File: src/rtl/seq_monitor.sv
// seq_monitor: receive-side checker for the sequencer's 7-bit one-hot phase
// vector. Re-encodes each sampled phase to a 3-bit index, checks the step
// against the hold / increment / reload-to-0 / reload-to-4 rules, locks onto
// a clean sequence, counts violations and latches a sticky fault when too
// many violations arrive back to back while locked.
module seq_monitor #(
  parameter int LOCK_LEN  = 4,
  parameter int FAULT_LIM = 3,
  parameter int ERR_W     = 8
) (
  input  logic             ck,
  input  logic             rs,
  input  logic             en,
  input  logic             clr,
  input  logic [6:0]       p,
  output logic [2:0]       idx,
  output logic             code_ok,
  output logic             locked,
  output logic             fault,
  output logic             err_pulse,
  output logic [ERR_W-1:0] err_cnt
);

  typedef enum logic [1:0] {
    IDLE   = 2'd0,
    ACQ    = 2'd1,
    LOCKED = 2'd2,
    FAULT  = 2'd3
  } state_t;

  localparam logic [3:0]       LOCK_LEN_C  = 4'(LOCK_LEN);
  localparam logic [3:0]       FAULT_LIM_C = 4'(FAULT_LIM);
  localparam logic [ERR_W-1:0] ERR_ONE     = {{(ERR_W-1){1'b0}}, 1'b1};

  state_t           state, state_n;
  logic [2:0]       prev, prev_n;
  logic [3:0]       run, run_n;
  logic [3:0]       miss, miss_n;
  logic             code_ok_n;
  logic             viol;
  logic [ERR_W-1:0] err_cnt_n;

  logic [2:0] enc_idx;
  logic       enc_valid;
  logic [2:0] ones;
  logic [2:0] prev_inc;
  logic       step_ok;

  // Encode p: one-hot bit k gives k, all-zero gives 7, multi-hot is invalid.
  always_comb begin
    enc_idx   = 3'd7;
    ones      = 3'd0;
    for (int k = 0; k < 7; k++) begin
      if (p[k]) begin
        ones    = ones + 3'd1;
        enc_idx = 3'(k);
      end
    end
    enc_valid = (ones <= 3'd1);
  end

  // A step is legal for hold, +1 modulo 8, reload to 0, or reload to 4 from 1.
  always_comb begin
    prev_inc = prev + 3'd1;
    step_ok  = (enc_idx == prev) || (enc_idx == prev_inc) ||
               (enc_idx == 3'd0) || ((enc_idx == 3'd4) && (prev == 3'd1));
  end

  // Next-state and next-output logic; nothing moves unless en samples outside FAULT.
  always_comb begin
    state_n   = state;
    prev_n    = prev;
    run_n     = run;
    miss_n    = miss;
    code_ok_n = code_ok;
    viol      = 1'b0;
    if (en && (state != FAULT)) begin
      code_ok_n = enc_valid;
      if (enc_valid) begin
        prev_n = enc_idx;
      end
      case (state)
        IDLE: begin
          if (enc_valid) begin
            run_n   = 4'd0;
            state_n = ACQ;
          end else begin
            viol = 1'b1;
          end
        end
        ACQ: begin
          if (enc_valid && step_ok) begin
            if (run + 4'd1 == LOCK_LEN_C) begin
              run_n   = 4'd0;
              state_n = LOCKED;
            end else begin
              run_n = run + 4'd1;
            end
          end else begin
            viol  = 1'b1;
            run_n = 4'd0;
          end
        end
        LOCKED: begin
          if (enc_valid && step_ok) begin
            miss_n = 4'd0;
          end else begin
            viol   = 1'b1;
            miss_n = miss + 4'd1;
            if (miss + 4'd1 == FAULT_LIM_C) begin
              state_n = FAULT;
            end
          end
        end
        default: begin
          state_n = state;
        end
      endcase
    end
    err_cnt_n = (viol && (err_cnt != {ERR_W{1'b1}})) ? err_cnt + ERR_ONE : err_cnt;
  end

  // State and output registers; rs and clr both return everything to IDLE.
  always_ff @(posedge ck) begin
    if (rs || clr) begin
      state     <= IDLE;
      prev      <= 3'd0;
      run       <= 4'd0;
      miss      <= 4'd0;
      code_ok   <= 1'b0;
      err_pulse <= 1'b0;
      err_cnt   <= '0;
    end else begin
      state     <= state_n;
      prev      <= prev_n;
      run       <= run_n;
      miss      <= miss_n;
      code_ok   <= code_ok_n;
      err_pulse <= viol;
      err_cnt   <= err_cnt_n;
    end
  end

  assign idx    = prev;
  assign locked = (state == LOCKED);
  assign fault  = (state == FAULT);

endmodule

File: config.mk
export PLATFORM = sky130hd
export DESIGN_NAME = seq_monitor
export DESIGN_NICKNAME = d
export VERILOG_FILES = /design/src/rtl/seq_monitor.sv
export SDC_FILE = /design/constraint.sdc
export NUM_CORES = 1
export LEC_CHECK = 0
export CAP_MARGIN = 20
export CORE_UTILIZATION = 55
export CTS_CLUSTER_SIZE = 10
export DETAILED_ROUTE_END_ITERATION = 10
export PLACE_DENSITY = 0.91
export SLEW_MARGIN = 10
export SYNTH_ARGS = -nofsm -noshare
export SYNTH_HDL_FRONTEND = slang
export SYNTH_SLANG_ARGS = --single-unit
File: constraint.sdc
create_clock -name ck -period 11.8 [get_ports ck]
set_clock_uncertainty 0.1 [all_clocks]
set_input_delay 2.36 -clock ck [delete_from_list [all_inputs] [get_ports ck]]
set_output_delay 2.36 -clock ck [all_outputs]
set_load 0.005 [all_outputs]
# After elaboration in Yosys (flattened, before gate mapping)
# Index checks and enable logic that the tools add are counted.
word_totals:
  regBits: 23
  inputBits: 11
classes:
  addsub: 10
  magnitude_cmp: 1
  n_eq_ne: 16
  muxes: 29
  reduce_logical: 17
ops:
  columns: ["op", "n"]
  rows:
  - ["3-bit two-way mux", 13]
  - ["3-bit by 1-bit adder with 3-bit output (second input constant)", 7]
  - ["4-bit two-way mux", 4]
  - ["2-bit two-way mux", 5]
  - ["2-bit != test (second input constant)", 5]
  - ["4-bit by 1-bit adder with 4-bit output (second input constant)", 2]
  - ["8-bit by 1-bit adder with 8-bit output (second input constant)", 1]
  - ["8-bit != test (second input constant)", 1]
  - ["4-bit case mux with 2 select lines", 1]
  - ["7-bit AND reduction", 1]
  - ["3-bit == test", 2]
  - ["2-bit case mux with 3 select lines", 1]
  - ["2-bit == test (second input constant)", 2]
  - ["4-bit by 2-bit == test with 1-bit output (second input constant)", 1]
  - ["4-bit by 3-bit == test with 1-bit output (second input constant)", 1]
  - ["1-bit logical AND", 4]
  - ["1-bit logical OR", 4]
  - ["1-bit two-way mux", 4]
  - ["2-bit AND reduction", 2]
  - ["3-bit by 1-bit == test with 1-bit output (second input constant)", 1]
  - ["3-bit == test (second input constant)", 1]
  - ["3-bit by 1-bit less-or-equal comparator with 1-bit output (second input constant)", 1]
  - ["3-bit logical NOT", 1]
  - ["3-bit AND reduction", 1]
  - ["7 further kinds", 7]

# Longest topological paths before layout
depth:
  ltp_word: 19
  depth_mapped: 21
  mapped_depth_nobuf: 19

# Least setup slack after synthesis
# OpenSTA, ideal clock, no wires.
synth_path:
  path_kind: "input-to-reg"
  start: "input p[0]"
  end: "register err_cnt[0]"
  t_arrival_ns: 6.128
  slack_ns: 5.513
  path_stages: 19
  cell_sequence: "inv_1 ha_1 buf_6 xor2_2 ha_1 and2_4 or4_4 nand3_1 o21ai_0 mux2i_1 ha_1 nand2_1 xnor2_1 xnor2_1 xnor2_1 o21ai_2 a211o_1 or4_1 nand2_1"
synth_via:
  elab_chain_cells: 19
  elab_cells_between_ends: 35
  cone_classes: "add/sub: 6; order compare: 1; eq/ne: 3; mux: 18; reduce/logical: 7"
synth_lines:
  columns: ["element", "line_no", "source"]
  rows:
  - ["start: declaration", "15", "input logic [6:0] p,"]
  - ["1-bit two-way mux", "54", "if (p[k]) begin"]
  - ["3-bit by 1-bit adder with 3-bit output", "55", "ones = ones + 3'd1;"]
  - ["3-bit two-way mux", "54", null]
  - ["3-bit by 1-bit adder with 3-bit output", "55", null]
  - ["3-bit two-way mux", "54", null]
  - ["3-bit by 1-bit adder with 3-bit output", "55", null]
  - ["3-bit two-way mux", "54", null]
  - ["3-bit by 1-bit adder with 3-bit output", "55", null]
  - ["[... 3 more ...]", null, null]
  - ["3-bit by 1-bit adder with 3-bit output", "55", null]
  - ["3-bit two-way mux", "54", null]
  - ["3-bit by 1-bit less-or-equal comparator with 1-bit output", "59", "enc_valid = (ones <= 3'd1);"]
  - ["1-bit logical AND", "92, 105", null]
  - ["1-bit two-way mux", "92, 105", null]
  - ["1-bit case mux with 2 select lines *", "82", "case (state)"]
  - ["1-bit two-way mux *", "77", "if (en && (state != FAULT)) begin"]
  - ["1-bit logical AND *", "120", "err_cnt_n = (viol && (err_cnt != {ERR_W{1'b1}})) ? err_cnt + ERR_ONE : err_cnt;"]
  - ["end signal: assignment", "140", "err_cnt <= err_cnt_n;"]
  - ["end: declaration", "21", "output logic [ERR_W-1:0] err_cnt"]
# Mark *: on every way between the ends. The rest lies on a longest branch, timed or not.
# A chain may end at the register's enable or synchronous reset.

# Worst setup path after layout
layout_path:
  start: "input p[0]"
  end: "register err_cnt[2]"
# Same word-level chain as after synthesis.

==> results.sh <==
export IMPL_status="finished, final reports clean"
export IMPL_synth_area_top_cells="dfxtp_1 (23%), ha_1 (12%), a21oi_1 (5.2%)"
export IMPL_grt_overflow_total=0
export IMPL_worstSetupStartpointType="input port"
export IMPL_final_setup_tns_ns=0
export IMPL_ios=26
export IMPL_fmax_mhz=141
export IMPL_final_fill_count=280
export IMPL_ys_top_cells_by_count="dfxtp_1 (23), a21oi_1 (21), nand2_1 (21), nor2_1 (20), ha_1 (19)"
export IMPL_path_clk_slew_ns=0.12
export IMPL_dieHeight_um=62.5
export IMPL_r2r_cells=9
export IMPL_async_flop_share=0
export IMPL_grt_max_degree=21
export IMPL_p_per_area_nw_per_um2=92.2
export IMPL_num_antenna_cells=0
export IMPL_hpwlAfterDp_um=3180
export IMPL_synth_top_area_share=0.228
export IMPL_pwr_share_clk=0.182
export IMPL_utilization=0.672
export IMPL_cp_arrival_ns=7.23
export IMPL_cts_sinks=23
export IMPL_combPwrFrac=0.428
export IMPL_topRoutingLayerUsed="met4"
export IMPL_cts_tree="built"
export IMPL_setup_slack_ns=4.69
export IMPL_intPower_w=0.000132
export IMPL_die_w_um=62.5
export IMPL_ys_warn_count=0
export IMPL_cts_buffer_depth=2
export IMPL_routedWlPerCell_um=13.8
export IMPL_drt_iter0_drc=145
export IMPL_vdd_drop_max_mv=0.0690
export IMPL_finalHoldViolations=0
export IMPL_drc=0
export IMPL_drt_wl_total_um=4280
export IMPL_avgSynthCellArea_sq_um=8.19
export IMPL_rsz0062_at_grt="false"
export IMPL_p_leak_nw=0.880
export IMPL_dieArea_sq_um=3910
export IMPL_critPathKind="input port to flop"
export IMPL_cts_hold_repair_buffers=0
export IMPL_worstSkewPairLatency_ns=0.33
export IMPL_dr_wl_met3_um=222
export IMPL_multi_input_area_sq_um=1460
export IMPL_io_buffers=25
export IMPL_place_gp_congestion=0.865
export IMPL_drv_cap=0
export IMPL_seqCellArea_sq_um=460
export IMPL_rows=21
export IMPL_drt_pass1_iterations=4
export IMPL_core_sq_um=3420
export IMPL_ant_nets=0
export IMPL_root_buffer="clkbuf_4"
export IMPL_post_cts_buffers=0
export IMPL_finalSetupViolCount=0
export IMPL_antenna_found_initial=0
export IMPL_synth_most_common_cell="dfxtp_1"
export IMPL_p_switching_w=0.0000795
export IMPL_initial_utilization=0.590
export IMPL_timing_slew_headroom=0.466
export IMPL_cts_made_buffers=3
export IMPL_synth_seq_cells=23
export IMPL_post_cts_resized=0
export IMPL_critPathRequiredTime_ns=11.92
export IMPL_hold_path_class="flop to flop"
export IMPL_end_kind="flop"
export IMPL_synth_edff_count=0
export IMPL_synth_top_area_cell="dfxtp_1"
export IMPL_period_needed_ns=7.11
export IMPL_synth_cell_types=61
export IMPL_grtUsageTotal=0.229
export IMPL_p_seq_frac=0.390
export IMPL_syn_area_sq_um=2020
export IMPL_wl_met2_um=2060
export IMPL_grt_pass1_wl_um=7540
export IMPL_hold_depth=2
export IMPL_p_sw_frac=0.376
export IMPL_htree_num_levels=1
export IMPL_fin_crit_sh=0.602
export IMPL_grt_pass1_vias=1713
export IMPL_post_place_ws_ns=4.44
export IMPL_area_growth_pct=13.8
export IMPL_synth_flop_cell="dfxtp_1"
export IMPL_synth_nets=276
export IMPL_maxSlewViolCount=0
export IMPL_critPathMaxFanout=16
export IMPL_ys_seq_area_frac=0.228
export IMPL_num_vias=1829
export IMPL_vias_per_cell=5.88
export IMPL_tightest_slew_ns=0.797
export IMPL_layout_drive_gt1_share=0.0792
export IMPL_nets=296
export IMPL_synthCells=246
export IMPL_drt_met1_wl_um=1980
==> worst paths after layout <==
path | start | endpoint | slack [ns]
hold reg to reg | code_ok$_SDFFE_PP0P_ | code_ok$_SDFFE_PP0P_ | 0.40
hold / removal | code_ok$_SDFFE_PP0P_ | code_ok$_SDFFE_PP0P_ | 0.40
setup reg to reg | idx[1]$_SDFFE_PP0P_ | err_cnt[6]$_SDFFE_PP0P_ | 9.08
setup / recovery | p[0] | err_cnt[2]$_SDFFE_PP0P_ | 4.69
==> layout by cell type (no fill, tap or decap), types with 2 or more instances in the layout <==
master and n:
clkdlybuf4s50_1 25, dfxtp_1 23, nand2_1 21, a21oi_1 21
nor2_1 20, ha_1 19, inv_1 11, nand3_1 10
xnor2_1 9, o21ai_0 9, nor3_1 8, mux2i_1 7
nor2b_1 5, or3_1 5, xor2_1 4, nand2b_1 4
o211ai_1 4, and4b_1 4, and3_1 3, clkbuf_4 3
or2_2 2, a221oi_1 2, a31oi_1 2, o31a_1 2
nand4_1 2, or2_0 2, or4b_2 2, o311ai_0 2
o41ai_1 2, a311oi_1 2
==> flip-flops by register name (all words and copies together), names as in the netlist <==
signal     cells
err_pulse      1
err_cnt        8
idx            3
code_ok        1
state          2
run            4
miss           4
==> worst max-delay path: stages <==
cell	delay (ns)
clkdlybuf4s50_1	0.53
inv_1	0.08
ha_1	0.44
xor2_2	0.25
ha_1	0.33
and2_4	0.18
or4_4	0.48
nand3_1	0.14
o21ai_0	0.09
mux2i_1	0.16
ha_1	0.16
nand2_1	0.07
xnor2_1	0.21
xnor2_1	0.10
xnor2_1	0.44
nor3_2	0.24
a211oi_1	0.59
a31oi_1	0.17
a41o_1	0.23
==> power groups by stage <==
| stage | registers (W) | clock network [W] | logic (W) |
|---|---|---|---|
| 2_1_floorplan | 0.0000840 | 0 | 0.0000698 |
| 3_3_place_gp | 0.0000841 | 0 | 0.0000868 |
| 3_5_place_dp | 0.0000842 | 0 | 0.0000894 |
| 4_1_cts | 0.0000825 | 0.0000385 | 0.0000898 |
| 5_1_grt | 0.0000830 | 0.0000428 | 0.000100 |
| 6_report | 0.0000825 | 0.0000384 | 0.0000906 |
==> routing by layer <==
metal / track usage / vias to the layer above
li1: - / 935
met1: 0.303 / 836
met2: 0.395 / 54
met3: 0.0347 / 4
met4: 0.0407 / 0
met5: 0 / -
==> cell families after synthesis <==
| logic type | share of synthesized area |
|---|---|
| AOI/OAI and AO/OA | 0.217 |
| xor gates and xnor gates | 0.0838 |
| adders and majority gates | 0.118 |
| buffers and inverters | 0.0484 |
| DFF | 0.228 |
| muxes | 0.0403 |
| and+or+nand+nor | 0.264 |
==> layout make-up <==
| cell class | instances | share of cell area |
|---|---|---|
| clock buffer | 3 | 0.00981 |
| clock inverter | 1 | 0.00218 |
| inverter | 11 | 0.0180 |
| multi-input combinational | 202 | 0.635 |
| sequential | 23 | 0.201 |
| tap | 46 | 0.0251 |
| timing repair buffer | 25 | 0.109 |
==> through the flow <==
stage	area (sq um)	total power [W]	cells	hold WS, ns
after global placement	2270	0.000171	307	0.365
final	2290	0.000212	311	0.400
after floorplan	2020	0.000154	246	0.353
after global routing	2290	0.000226	311	0.400
after CTS	2290	0.000211	311	0.388
after detailed placement	2270	0.000174	307	0.371
Note: power is estimated with default switching activity, not from simulation.
